## src/rtl/data_memory_arbiter_pkg.sv

```systemverilog
// rtl/data_memory_arbiter_pkg.sv - shared sizes, reset values and helpers for the data memory arbiter
package data_memory_arbiter_pkg;
   localparam int ADDRESS_SIZE   = 16;
   localparam int DATA_SIZE      = 16;
   localparam int ARB_MAX_PORTS  = 8;
   localparam int RR_PTR_RESET   = 0;
   localparam int WAIT_CNT_RESET = 0;

   typedef enum logic [1:0] {
      OWNER_IDLE,
      OWNER_CORE,
      OWNER_EXT
   } owner_t;

   // A single-port arbiter still needs a 1-bit pointer to keep widths legal.
   function automatic int ptr_width(input int n);
      return (n > 1) ? $clog2(n) : 1;
   endfunction
endpackage

```

## src/rtl/data_memory_arbiter_rr_arbiter.sv

```systemverilog
// rtl/data_memory_arbiter_rr_arbiter.sv - combinational rotate/priority/rotate-back round-robin picker
module rr_arbiter
   import data_memory_arbiter_pkg::*;
#(
   parameter int N = 2,
   localparam int IW = ptr_width(N)
) (
   input  logic [N-1:0]  req,
   input  logic [IW-1:0] ptr,
   output logic [N-1:0]  gnt,
   output logic [IW-1:0] gnt_idx
);
   logic [N-1:0] rotated;
   logic [IW:0]  sum;
   logic         found;

   always_comb begin
      rotated = N'({req, req} >> ptr);
      found   = 1'b0;
      sum     = '0;
      for (int k = 0; k < N; k++) begin
         if (!found && rotated[k]) begin
            found = 1'b1;
            sum   = (IW+1)'(k) + {1'b0, ptr};
         end
      end
      if (sum >= (IW+1)'(N)) sum = sum - (IW+1)'(N);
      gnt_idx = sum[IW-1:0];
      gnt     = '0;
      if (found) gnt[gnt_idx] = 1'b1;
   end
endmodule

```

## src/rtl/data_memory_arbiter.sv

```systemverilog
// rtl/data_memory_arbiter.sv - shares the data memory: zero-wait core priority, round-robin external ports
module data_memory_arbiter
   import data_memory_arbiter_pkg::*;
#(
   parameter int N_EXT   = 2,
   parameter int ADDR_W  = ADDRESS_SIZE,
   parameter int DATA_W  = DATA_SIZE,
   parameter int TIMEOUT = 255
) (
   input  logic                      clock,
   input  logic                      reset,
   input  logic                      core_read,
   input  logic                      core_write,
   input  logic [ADDR_W-1:0]         core_address,
   input  logic [DATA_W-1:0]         core_data_out,
   output logic [DATA_W-1:0]         core_data_in,
   input  logic [N_EXT-1:0]          ext_req,
   input  logic [N_EXT-1:0]          ext_we,
   input  logic [N_EXT*ADDR_W-1:0]   ext_address,
   input  logic [N_EXT*DATA_W-1:0]   ext_wdata,
   output logic [N_EXT-1:0]          ext_gnt,
   output logic [N_EXT-1:0]          ext_rvalid,
   output logic [DATA_W-1:0]         ext_rdata,
   output logic [N_EXT-1:0]          ext_timeout,
   output logic                      mem_read,
   output logic                      mem_write,
   output logic [ADDR_W-1:0]         mem_address,
   output logic [DATA_W-1:0]         mem_wdata,
   input  logic [DATA_W-1:0]         mem_rdata
);
   localparam int IW = ptr_width(N_EXT);
   localparam int CW = $clog2(TIMEOUT + 1);

   owner_t           owner;
   logic [IW-1:0]    rr_ptr;
   logic [IW-1:0]    arb_idx;
   logic [N_EXT-1:0] arb_gnt;
   logic [CW-1:0]    wait_cnt [N_EXT];

   rr_arbiter #(.N(N_EXT)) u_rr_arbiter (
      .req     (ext_req),
      .ptr     (rr_ptr),
      .gnt     (arb_gnt),
      .gnt_idx (arb_idx)
   );

   always_comb begin
      owner = OWNER_IDLE;
      if (core_read || core_write) owner = OWNER_CORE;
      else if (|ext_req)           owner = OWNER_EXT;
      mem_read    = 1'b0;
      mem_write   = 1'b0;
      mem_address = '0;
      mem_wdata   = '0;
      ext_gnt     = '0;
      case (owner)
         OWNER_CORE: begin
            mem_write   = core_write;
            mem_read    = core_read && !core_write;
            mem_address = core_address;
            mem_wdata   = core_data_out;
         end
         OWNER_EXT: begin
            mem_write   = ext_we[arb_idx];
            mem_read    = !ext_we[arb_idx];
            mem_address = ext_address[int'(arb_idx)*ADDR_W +: ADDR_W];
            mem_wdata   = ext_wdata[int'(arb_idx)*DATA_W +: DATA_W];
            ext_gnt     = reset ? arb_gnt : '0;
         end
         default: ;
      endcase
   end

   // The core has no stall input, so its load data is simply the raw memory output.
   assign core_data_in = mem_rdata;
   assign ext_rdata    = (|ext_rvalid) ? mem_rdata : '0;

   always_ff @(posedge clock or negedge reset) begin
      if (!reset) begin
         rr_ptr      <= IW'(RR_PTR_RESET);
         ext_rvalid  <= '0;
         ext_timeout <= '0;
         for (int i = 0; i < N_EXT; i++) wait_cnt[i] <= CW'(WAIT_CNT_RESET);
      end else begin
         if (|ext_gnt) rr_ptr <= (int'(arb_idx) == N_EXT - 1) ? '0 : arb_idx + 1'b1;
         ext_rvalid <= ext_gnt & ~ext_we;
         for (int i = 0; i < N_EXT; i++) begin
            if (ext_gnt[i]) begin
               wait_cnt[i]    <= '0;
               ext_timeout[i] <= 1'b0;
            end else if (ext_req[i]) begin
               if (wait_cnt[i] != CW'(TIMEOUT)) wait_cnt[i] <= wait_cnt[i] + 1'b1;
               if (wait_cnt[i] >= CW'(TIMEOUT - 1)) ext_timeout[i] <= 1'b1;
            end else begin
               wait_cnt[i] <= '0;
            end
         end
      end
   end
endmodule

```

## config.mk

```make
export PLATFORM = sky130hd
export DESIGN_NAME = data_memory_arbiter
export DESIGN_NICKNAME = d
export VERILOG_FILES = /design/src/rtl/data_memory_arbiter_pkg.sv /design/src/rtl/data_memory_arbiter_rr_arbiter.sv /design/src/rtl/data_memory_arbiter.sv
export SDC_FILE = /design/constraint.sdc
export NUM_CORES = 1
export LEC_CHECK = 0
export ABC_AREA = 1
export CELL_PAD_IN_SITES_DETAIL_PLACEMENT = 1
export CELL_PAD_IN_SITES_GLOBAL_PLACEMENT = 1
export CORE_MARGIN = 3
export CORE_UTILIZATION = 19
export DETAILED_ROUTE_END_ITERATION = 8
export PLACE_DENSITY = 0.76
export SETUP_SLACK_MARGIN = 0.05
export SLEW_MARGIN = 30
export SYNTH_ARGS = -nofsm -noshare
export SYNTH_HDL_FRONTEND = slang
export SYNTH_SLANG_ARGS = --single-unit
export TNS_END_PERCENT = 100
```

## constraint.sdc

```tcl
create_clock -name clock -period 1.6 [get_ports clock]
set_input_delay 0.4 -clock clock [delete_from_list [all_inputs] [get_ports clock]]
set_output_delay 0.4 -clock clock [all_outputs]
set_load 0.005 [all_outputs]
```

* Word level (Yosys, flattened, before mapping)
Index checks and enable logic that the tools add are counted.
** Word-level totals
- Flip-flop bits (word level) :: 21
- Input port bits :: 120
- Output and inout bits :: 72
- Word-level logic and storage cells :: 75
** Operators by class
- Add/subtract/negate cells :: 5
- $lt $le $gt $ge :: 5
- Eq/ne operators :: 6
- Shift-type cells :: 3
- Multiplexer cells :: 32
- Bitwise logic cells :: 2
- Reduce and logical (&&, ||, !) cells :: 16
** Operators by type and width (number)
- one-hot mux 16 bit (2 select lines) :: 2
- variable part select 32 x 6 -> 16 bit :: 2
- 2-to-1 mux 8 bit :: 6
- adder 8 x 1 -> 8 bit (second input constant) :: 2
- >= comparator 8 bit (second input constant) :: 2
- 2-to-1 mux 16 bit :: 1
- inequality test 8 bit (second input constant) :: 2
- 2-to-1 mux 1 bit :: 14
- 2-to-1 mux 2 bit :: 6
- nonzero test 2 bit :: 4
- inequality test 3 x 1 -> 1 bit (second input constant) :: 2
- OR reduction 2 bit :: 3
- one-hot mux 1 bit (2 select lines) :: 2
- AND reduction 2 bit :: 2
- right shift 4 x 1 -> 2 bit :: 1
- logical AND 1 bit :: 3
- logical NOT 1 bit :: 3
- adder 1 x 1 -> 2 bit (first input constant) :: 1
- bitwise AND 2 bit :: 1
- equality test 2 x 1 -> 1 bit (second input constant) :: 1
- equality test 2 bit (second input constant) :: 1
- >= comparator 2 bit (second input constant) :: 1
- less-than comparator 1 x 2 -> 1 bit (second input constant) :: 1
- NOT 2 bit :: 1
- 5 further kinds :: 5

* Longest topological paths before layout
Gate-level depths: netlist (run 1).
- Depth in word-level cells :: 16
- Gate-level depth with buffers :: 8
- Gate-level depth less buffers :: 8

* Cells and area by module
A second synthesis (run 1) with hierarchy kept.
** Unflattened totals
- Cell total of the unflattened synthesis :: 362
- Area, all modules :: 2144.6 sq um
** By module, submodules not included
- data_memory_arbiter :: instances 1, cells each 357, area an instance 2115.8 sq um, seq. area each 525.5 sq um
- rr_arbiter :: instances 1, cells each 5, area an instance 28.8 sq um, seq. area each 0.0 sq um

* Worst setup path before layout (run 1)
No wires, ideal clock.
- Path type :: input -> output
- Start :: input port ext_req[1]
- End :: output port mem_address[10]
- Data arrival time :: 1.127 ns
- Required time :: 1.200 ns
- Setup slack :: 0.073 ns
- Stages :: 6
- Buffers on the path :: 2
- Cell sequence :: buf_4 -> nor2_4 -> nor2_8 -> buf_6 -> o21ai_1 -> o21ai_1
** Between the ends
- Longest elaborated chain between the ends :: 9
- Elaborated cells between the ends (all ways) :: 16
- Classes of those cells :: add/sub: 1; order compare: 1; eq/ne: 2; shift: 2; mux: 7; reduce/logical: 3
** RTL lines
- start: declaration :: line data_memory_arbiter.sv:17 : input logic [N_EXT-1:0] ext_req,
- right shift 4 x 1 -> 2 bit :: line data_memory_arbiter_rr_arbiter.sv:18 : rotated = N'({req, req} >> ptr);
- 2-to-1 mux 1 bit :: line data_memory_arbiter_rr_arbiter.sv:22 : if (!found && rotated[k]) begin
- logical NOT 1 bit :: line data_memory_arbiter_rr_arbiter.sv:22
- logical AND 1 bit :: line data_memory_arbiter_rr_arbiter.sv:22
- 2-to-1 mux 2 bit :: line data_memory_arbiter_rr_arbiter.sv:22
- >= comparator 2 bit or subtractor 1 bit (tied branches) :: line data_memory_arbiter_rr_arbiter.sv:27 : if (sum >= (IW+1)'(N)) sum = sum - (IW+1)'(N);
- 2-to-1 mux 1 bit :: line data_memory_arbiter_rr_arbiter.sv:27
- variable part select 32 x 6 -> 16 bit :: line data_memory_arbiter.sv:66 : mem_address = ext_address[int'(arb_idx)*ADDR_W +: ADDR_W];
- one-hot mux 16 bit (2 select lines) (*) :: line data_memory_arbiter.sv:56 : case (owner)
- end: declaration :: line data_memory_arbiter.sv:27 : output logic [ADDR_W-1:0] mem_address,
Every way passes the cells marked *; elsewhere a longest branch is shown, timed or not.

* Final worst setup path (run 1)
- Start :: register rr_ptr
- End :: output port mem_wdata[13]
** Between the ends
- Longest elaborated chain between the ends :: 9
- Elaborated cells between the ends (all ways) :: 12
- Classes of those cells :: add/sub: 2; order compare: 1; shift: 2; mux: 5; reduce/logical: 2
** RTL lines
- start: declaration :: line data_memory_arbiter.sv:35 : logic [IW-1:0] rr_ptr;
- start signal: assignment :: line data_memory_arbiter.sv:80 : rr_ptr <= IW'(RR_PTR_RESET);
- start signal: assignment :: line data_memory_arbiter.sv:85 : if (|ext_gnt) rr_ptr <= (int'(arb_idx) == N_EXT - 1) ? '0 : arb_idx + 1'b1;
- right shift 4 x 1 -> 2 bit :: line data_memory_arbiter_rr_arbiter.sv:18
- 2-to-1 mux 1 bit :: line data_memory_arbiter_rr_arbiter.sv:22
- logical NOT 1 bit :: line data_memory_arbiter_rr_arbiter.sv:22
- logical AND 1 bit :: line data_memory_arbiter_rr_arbiter.sv:22
- 2-to-1 mux 2 bit (*) :: line data_memory_arbiter_rr_arbiter.sv:22
- >= comparator 2 bit or subtractor 1 bit (tied branches) :: line data_memory_arbiter_rr_arbiter.sv:27
- 2-to-1 mux 1 bit (*) :: line data_memory_arbiter_rr_arbiter.sv:27
- variable part select 32 x 6 -> 16 bit (*) :: line data_memory_arbiter.sv:67 : mem_wdata = ext_wdata[int'(arb_idx)*DATA_W +: DATA_W];
- one-hot mux 16 bit (2 select lines) (*) :: line data_memory_arbiter.sv:56
- end: declaration :: line data_memory_arbiter.sv:28 : output logic [DATA_W-1:0] mem_wdata,
Marks and branches as above.

==> run metrics, run 1 <==
status=complete, but fails checks; failing checks=negative setup slack; CP Data Arrival Time=1.45 ns; Fin Clk Skew=0.00449 ns; DR iter-0 viols=190; routed len/inst=17.3 um; Worst-Margin Slew=0.259 ns; Max IR drop VDD=0.329 mV; total track usage=18.7%; worst skew pair latency=0.26 ns; Hold WC Path Type=in2async; final antenna-violating net count=0; via/cell ratio=4.45; clk sinks=21; synth top area cells=dfrtp_1, nor2_1, o21ai_1; Post-DP Area=0.00428 mm2; Die Area=0.0126 mm2; Setup CP Type=reg2out; post-synth top area share=24.4%; CTS tree=built; post-synthesis sequential area ratio=24.4%; Synth Cell Area=0.00215 mm2; # H-tree levels=1; # DRC=0; setup TNS=-7.47 ns; clk slew on worst S/H paths=0.06 ns; Pleak=0.00226 uW; Mean Syn Cell Area=6.09 um2; asr flop ratio synth=100%; total core area=0.0109 mm2; fin area=0.00461 mm2; number of synthesized register bits=21; port buffer count=191; Peak Freq=540 MHz; Post-Syn Instances=353; origin of the critical flop-to-flop path=rr_ptr; RSZ-0062 raised after global routing=yes; synth warn=0; Slew Limit Fails=0; # setup viols final=44; final setup margin=-0.253 ns; I/O pin count=192; Initial Util=19.7%; global-route wire length before repair=18.8 mm; top-count cell post-synth=nor2_1; die height=112 um; vias=3156; required time of the critical path=1.20 ns; Detailed Place HPWL=9.68 mm; Die X-Extent=112 um; largest net degree at the start of global routing=23; Fin. Hold Viols=0; crit start category=register; Worst Setup End Kind=output port; first-pass iteration count of the detailed router=4; min Tclk post-route=1.85 ns; Commonest cells post-synth=nor2_1, nand2_1, o21ai_1; PwrDens=469 mW/mm2; number of global-route vias before repair=3287; Worst Setup SP=rr_ptr; Rel. slew slack=82.6%; CTS Buf Count=3; FP Rows=38; antenna violations before repair=1; Mapped Nets=477; share of cells above drive strength 1=31.3%; max cap viols=0; Placer Congestion=0.852; post-route clock period utilization=116%; dpl ws=-1.08 ns; Root Driver=clkbuf_16; Yosys top cell by area=dfrtp_1; synth-to-layout area growth=115%; Tot Pwr=2160 uW; EDFF count, synth=0; worst-path fanout max=6; final WL=12.3 mm; Main synth FF type=dfrtp_1; Clock Path Buffers=2; Netlist cell types=29; Final Net Count=693; GRT Residual Overflow=0
[power by group]
part | switching [uW] | internal (uW) | total, uW
clock network | 209 | 336 | 546
logic | 450 | 589 | 1040
registers | 22.5 | 555 | 578
total | 682 | 1480 | 2160
[worst max-delay path, cell delays in order (launching register included)]
cell and delay [ns]:
dfrtp_1 0.38, inv_2 0.07, nand2_2 0.06, nand2_4 0.09
buf_6 0.14, buf_6 0.13, o21ai_1 0.06, o21ai_1 0.13
buf_2 0.14
[sequential cells by signal, indices dropped and copies added (netlist names)]
name         cells
wait_cnt        16
ext_timeout      2
ext_rvalid       2
rr_ptr           1
[cell usage in the layout (no fill, tap or decap), drive strengths merged, types with 2 or more instances in the layout]
cell type,n
nor2,80
nand2,66
nand3,12
o21ai,73
dfrtp,21
dlymetal6s2s,5
diode,2
ha,4
dlygate4sd2,17
a21o,2
clkdlybuf4s15,6
o211ai,2
buf,106
clkdlybuf4s50,107
a21oi,4
clkbuf,3
nand4,8
nor3,2
inv,45
[cell families after synthesis]
group	Yosys count	share of synthesized area, %
DFF	21	24.4
buffers and inverters	75	18.4
AOI/OAI and AO/OA	83	20.4
xor gates and xnor gates	1	0.407
and+or+nand+nor	169	34.0
adders and majority gates	4	2.33
[per-layer routing]
layer	vias to the layer above	global-route usage (%)	share of wire [%]
li1	1538	-	-
met4	0	4.33	1.6
met3	12	3.50	6.1
met1	1507	22.2	40
met5	-	0	0
met2	99	34.6	52
[metrics by stage]
stage	instances	util [%]	hold WS (ns)
after floorplan	353	-	0.104
after global placement	681	39.1	0.504
after detailed placement	681	39.1	0.505
after CTS	703	40.0	0.301
after global routing	709	42.2	0.316
final	710	42.2	0.269
[final timing paths]
check	end	slack, ns	cells after the start
hold / removal	wait_cnt[0]	0.27	2
setup reg to reg	wait_cnt[9]	0.14	10
setup / recovery	mem_wdata[13]	-0.25	8
max in group asynchronous	ext_timeout[0]	1.11	2
min in group clock	ext_rvalid[1]	0.33	2
hold reg to reg	ext_timeout[1]	0.51	2
[layout make-up]
cell class / count / area [um2]
diodes: 2 / 5.00
fillers: 1390 / 6320
clock buffers: 3 / 75.1
multi-input cells: 257 / 1420
inverters: 45 / 179
clock inverters: 1 / 5.00
well taps: 140 / 175
repair buffers: 241 / 2230
flip-flops and latches: 21 / 527
[what timing repair did]
item                       in CTS  in global routing
gates resized for setup       297                 67
setup buffers                  16                  6
cloned                          3                  0
hold buffers                    0                  0
pin swaps                      14                 20
hold endpoints to repair        0                  0
setup endpoints to repair      90                 72
Note: power is estimated with default switching activity, not from simulation.
==> run 2, diff against run 1 <==
--- a/config.mk
+++ b/config.mk
@@ -8,6 +8,7 @@
 export ABC_AREA = 1
 export CELL_PAD_IN_SITES_DETAIL_PLACEMENT = 1
 export CELL_PAD_IN_SITES_GLOBAL_PLACEMENT = 1
+export CORE_ASPECT_RATIO = 0.8
 export CORE_MARGIN = 3
 export CORE_UTILIZATION = 19
 export DETAILED_ROUTE_END_ITERATION = 8
==> run 2 against run 1 <==
  * The run still ends with negative setup slack left
  * Sequential cell count stayed put
  * Worst setup slack worse by 0.068 ns
  * Fmax is 3.5% lower
  * Utilization is 3.1 points higher
  * Critical path type unchanged
  * Largest power group unchanged
==> run metrics, run 2 (synthesis gave the netlist of run 1 again) <==
status=complete, but fails checks; failing checks=negative setup slack; PwrDens=465 mW/mm2; Hold WC Path Type=in2async; global-route wire length before repair=19.0 mm; DR iter-0 viols=67; antenna violations before repair=0; Die X-Extent=125 um; worst-path fanout max=5; Slew Limit Fails=0; Worst-Margin Slew=0.262 ns; final setup margin=-0.320 ns; Fin Clk Skew=0.00590 ns; clk slew on worst S/H paths=0.06 ns; end of the worst register-to-register path=wait_cnt[6]; Clock Path Buffers=2; Detailed Place HPWL=9.00 mm; Reg2Reg Setup Slack=0.14 ns; CTS tree=built; biggest regs=wait_cnt: 16 flops, ext_rvalid: 2 flops, ext_timeout: 2 flops; Fin. Hold Viols=0; Die Area=0.0126 mm2; # setup viols final=45; Core Util, Final=45.3%; total core area=0.0110 mm2; min Tclk post-route=1.92 ns; share of cells above drive strength 1=36.2%; Worst Setup End Kind=output port; CP Data Arrival Time=1.52 ns; Finished Layout Cells=733; crit start category=register; Initial Util=19.6%; Pleak=0.00239 uW; required time of the critical path=1.20 ns; # H-tree levels=1; RSZ-0062 raised after global routing=yes; Peak Freq=521 MHz; final WL=12.4 mm; first-pass iteration count of the detailed router=4; synth-to-layout area growth=131%; FP Rows=34; I/O pin count=192; Worst R2R Path Depth=10; via/cell ratio=4.50; setup TNS=-9.24 ns; Final Net Count=714; worst skew pair latency=0.26 ns; Setup CP Type=reg2out; CTS Buf Count=3; most frequent cells in the layout=clkdlybuf4s50_1, nand2_1, buf_2; most common cell after layout, fill and taps aside=clkdlybuf4s50_1; clk sinks=21; vias=3297; Placed Cells=688; # DRC=0; port buffer count=191; routed len/inst=16.9 um; number of global-route vias before repair=3497; final antenna-violating net count=0; Root Driver=clkbuf_16; die height=101 um; Max IR drop VDD=0.371 mV; GRT Residual Overflow=0; origin of the critical flop-to-flop path=rr_ptr; n_diodes=0; Placer Congestion=0.839; largest net degree at the start of global routing=23; post-route clock period utilization=120%; most flop-heavy register=wait_cnt; max reg flops=16; Rel. slew slack=82.5%; total track usage=18.5%; max cap viols=0
[run 2: changes by cell type in the layout (fill, tap and decap cells not counted), sizes merged]
cell           previous run  this run
clkdlybuf4s15             6         8
dlygate4sd2              17        14
dlymetal6s2s              5         2
diode                     2         0
buf                     106       129
clkdlybuf4s50           107       109
[run 2: worst max-delay path by stage]
stage | to | slack [ns] | cells after the start | from
after floorplan | mem_address[10] | 0.07 | 6 | ext_req[1]
after global placement | mem_wdata[8] | -0.97 | 8 | ext_req[0]
after detailed placement | mem_read | -1.02 | 9 | ext_req[0]
after CTS | mem_address[8] | -0.28 | 9 | rr_ptr
after global routing | mem_read | -0.42 | 9 | rr_ptr
final | mem_read | -0.32 | 9 | rr_ptr
[run 2: area by class of cell]
type                    instances  area, um2
clock inverters                 1       5.00
flip-flops and latches         21        527
fillers                      1384       6000
well taps                     144        180
multi-input cells             257       1540
repair buffers                262       2470
inverters                      45        176
clock buffers                   3       75.1
[run 2: routing by layer]
| metal | up-vias | global-route usage, % | part of all wire [%] |
|---|---|---|---|
| met5 | - | 0 | 0 |
| met4 | 0 | 3.08 | 1.7 |
| met3 | 14 | 2.95 | 4.2 |
| met2 | 113 | 36.5 | 53 |
| met1 | 1587 | 21.5 | 41 |
| li1 | 1583 | - | - |
[run 2: what timing repair did]
action                                  4_1_cts  5_1_grt
setup buffers                                35        7
pin swaps                                    20       18
cloned                                        4        0
hold buffers                                  0        0
gates resized for setup                     365       55
endpoints found under the setup margin       90       72
endpoints found under the hold margin         0        0
[run 2: worst max-delay path, stage by stage (launching register included)]
cell     delay, ns
dfrtp_1       0.38
inv_2         0.09
nand2_4       0.07
nand2_8       0.10
inv_8         0.05
buf_8         0.13
o21ai_4       0.12
nand2_1       0.08
o21ai_1       0.10
buf_2         0.15
[run 2: report_power, final]
group / internal [uW] / switching, uW / total, uW
logic: 691 / 506 / 1200
clock network: 336 / 204 / 540
registers: 555 / 22.1 / 577
total: 1580 / 732 / 2310
[run 2: stage by stage]
| step | area [um2] | total power (uW) | hold slack, ns | setup slack (ns) |
|---|---|---|---|---|
| after CTS | 4790 | 2280 | 0.303 | -0.278 |
| after global routing | 4970 | 2440 | 0.309 | -0.424 |
| after floorplan | 2150 | 908 | 0.104 | 0.0726 |
| after detailed placement | 4280 | 1550 | 0.529 | -1.02 |
| final | 4970 | 2310 | 0.290 | -0.320 |
| after global placement | 4280 | 1520 | 0.506 | -0.972 |
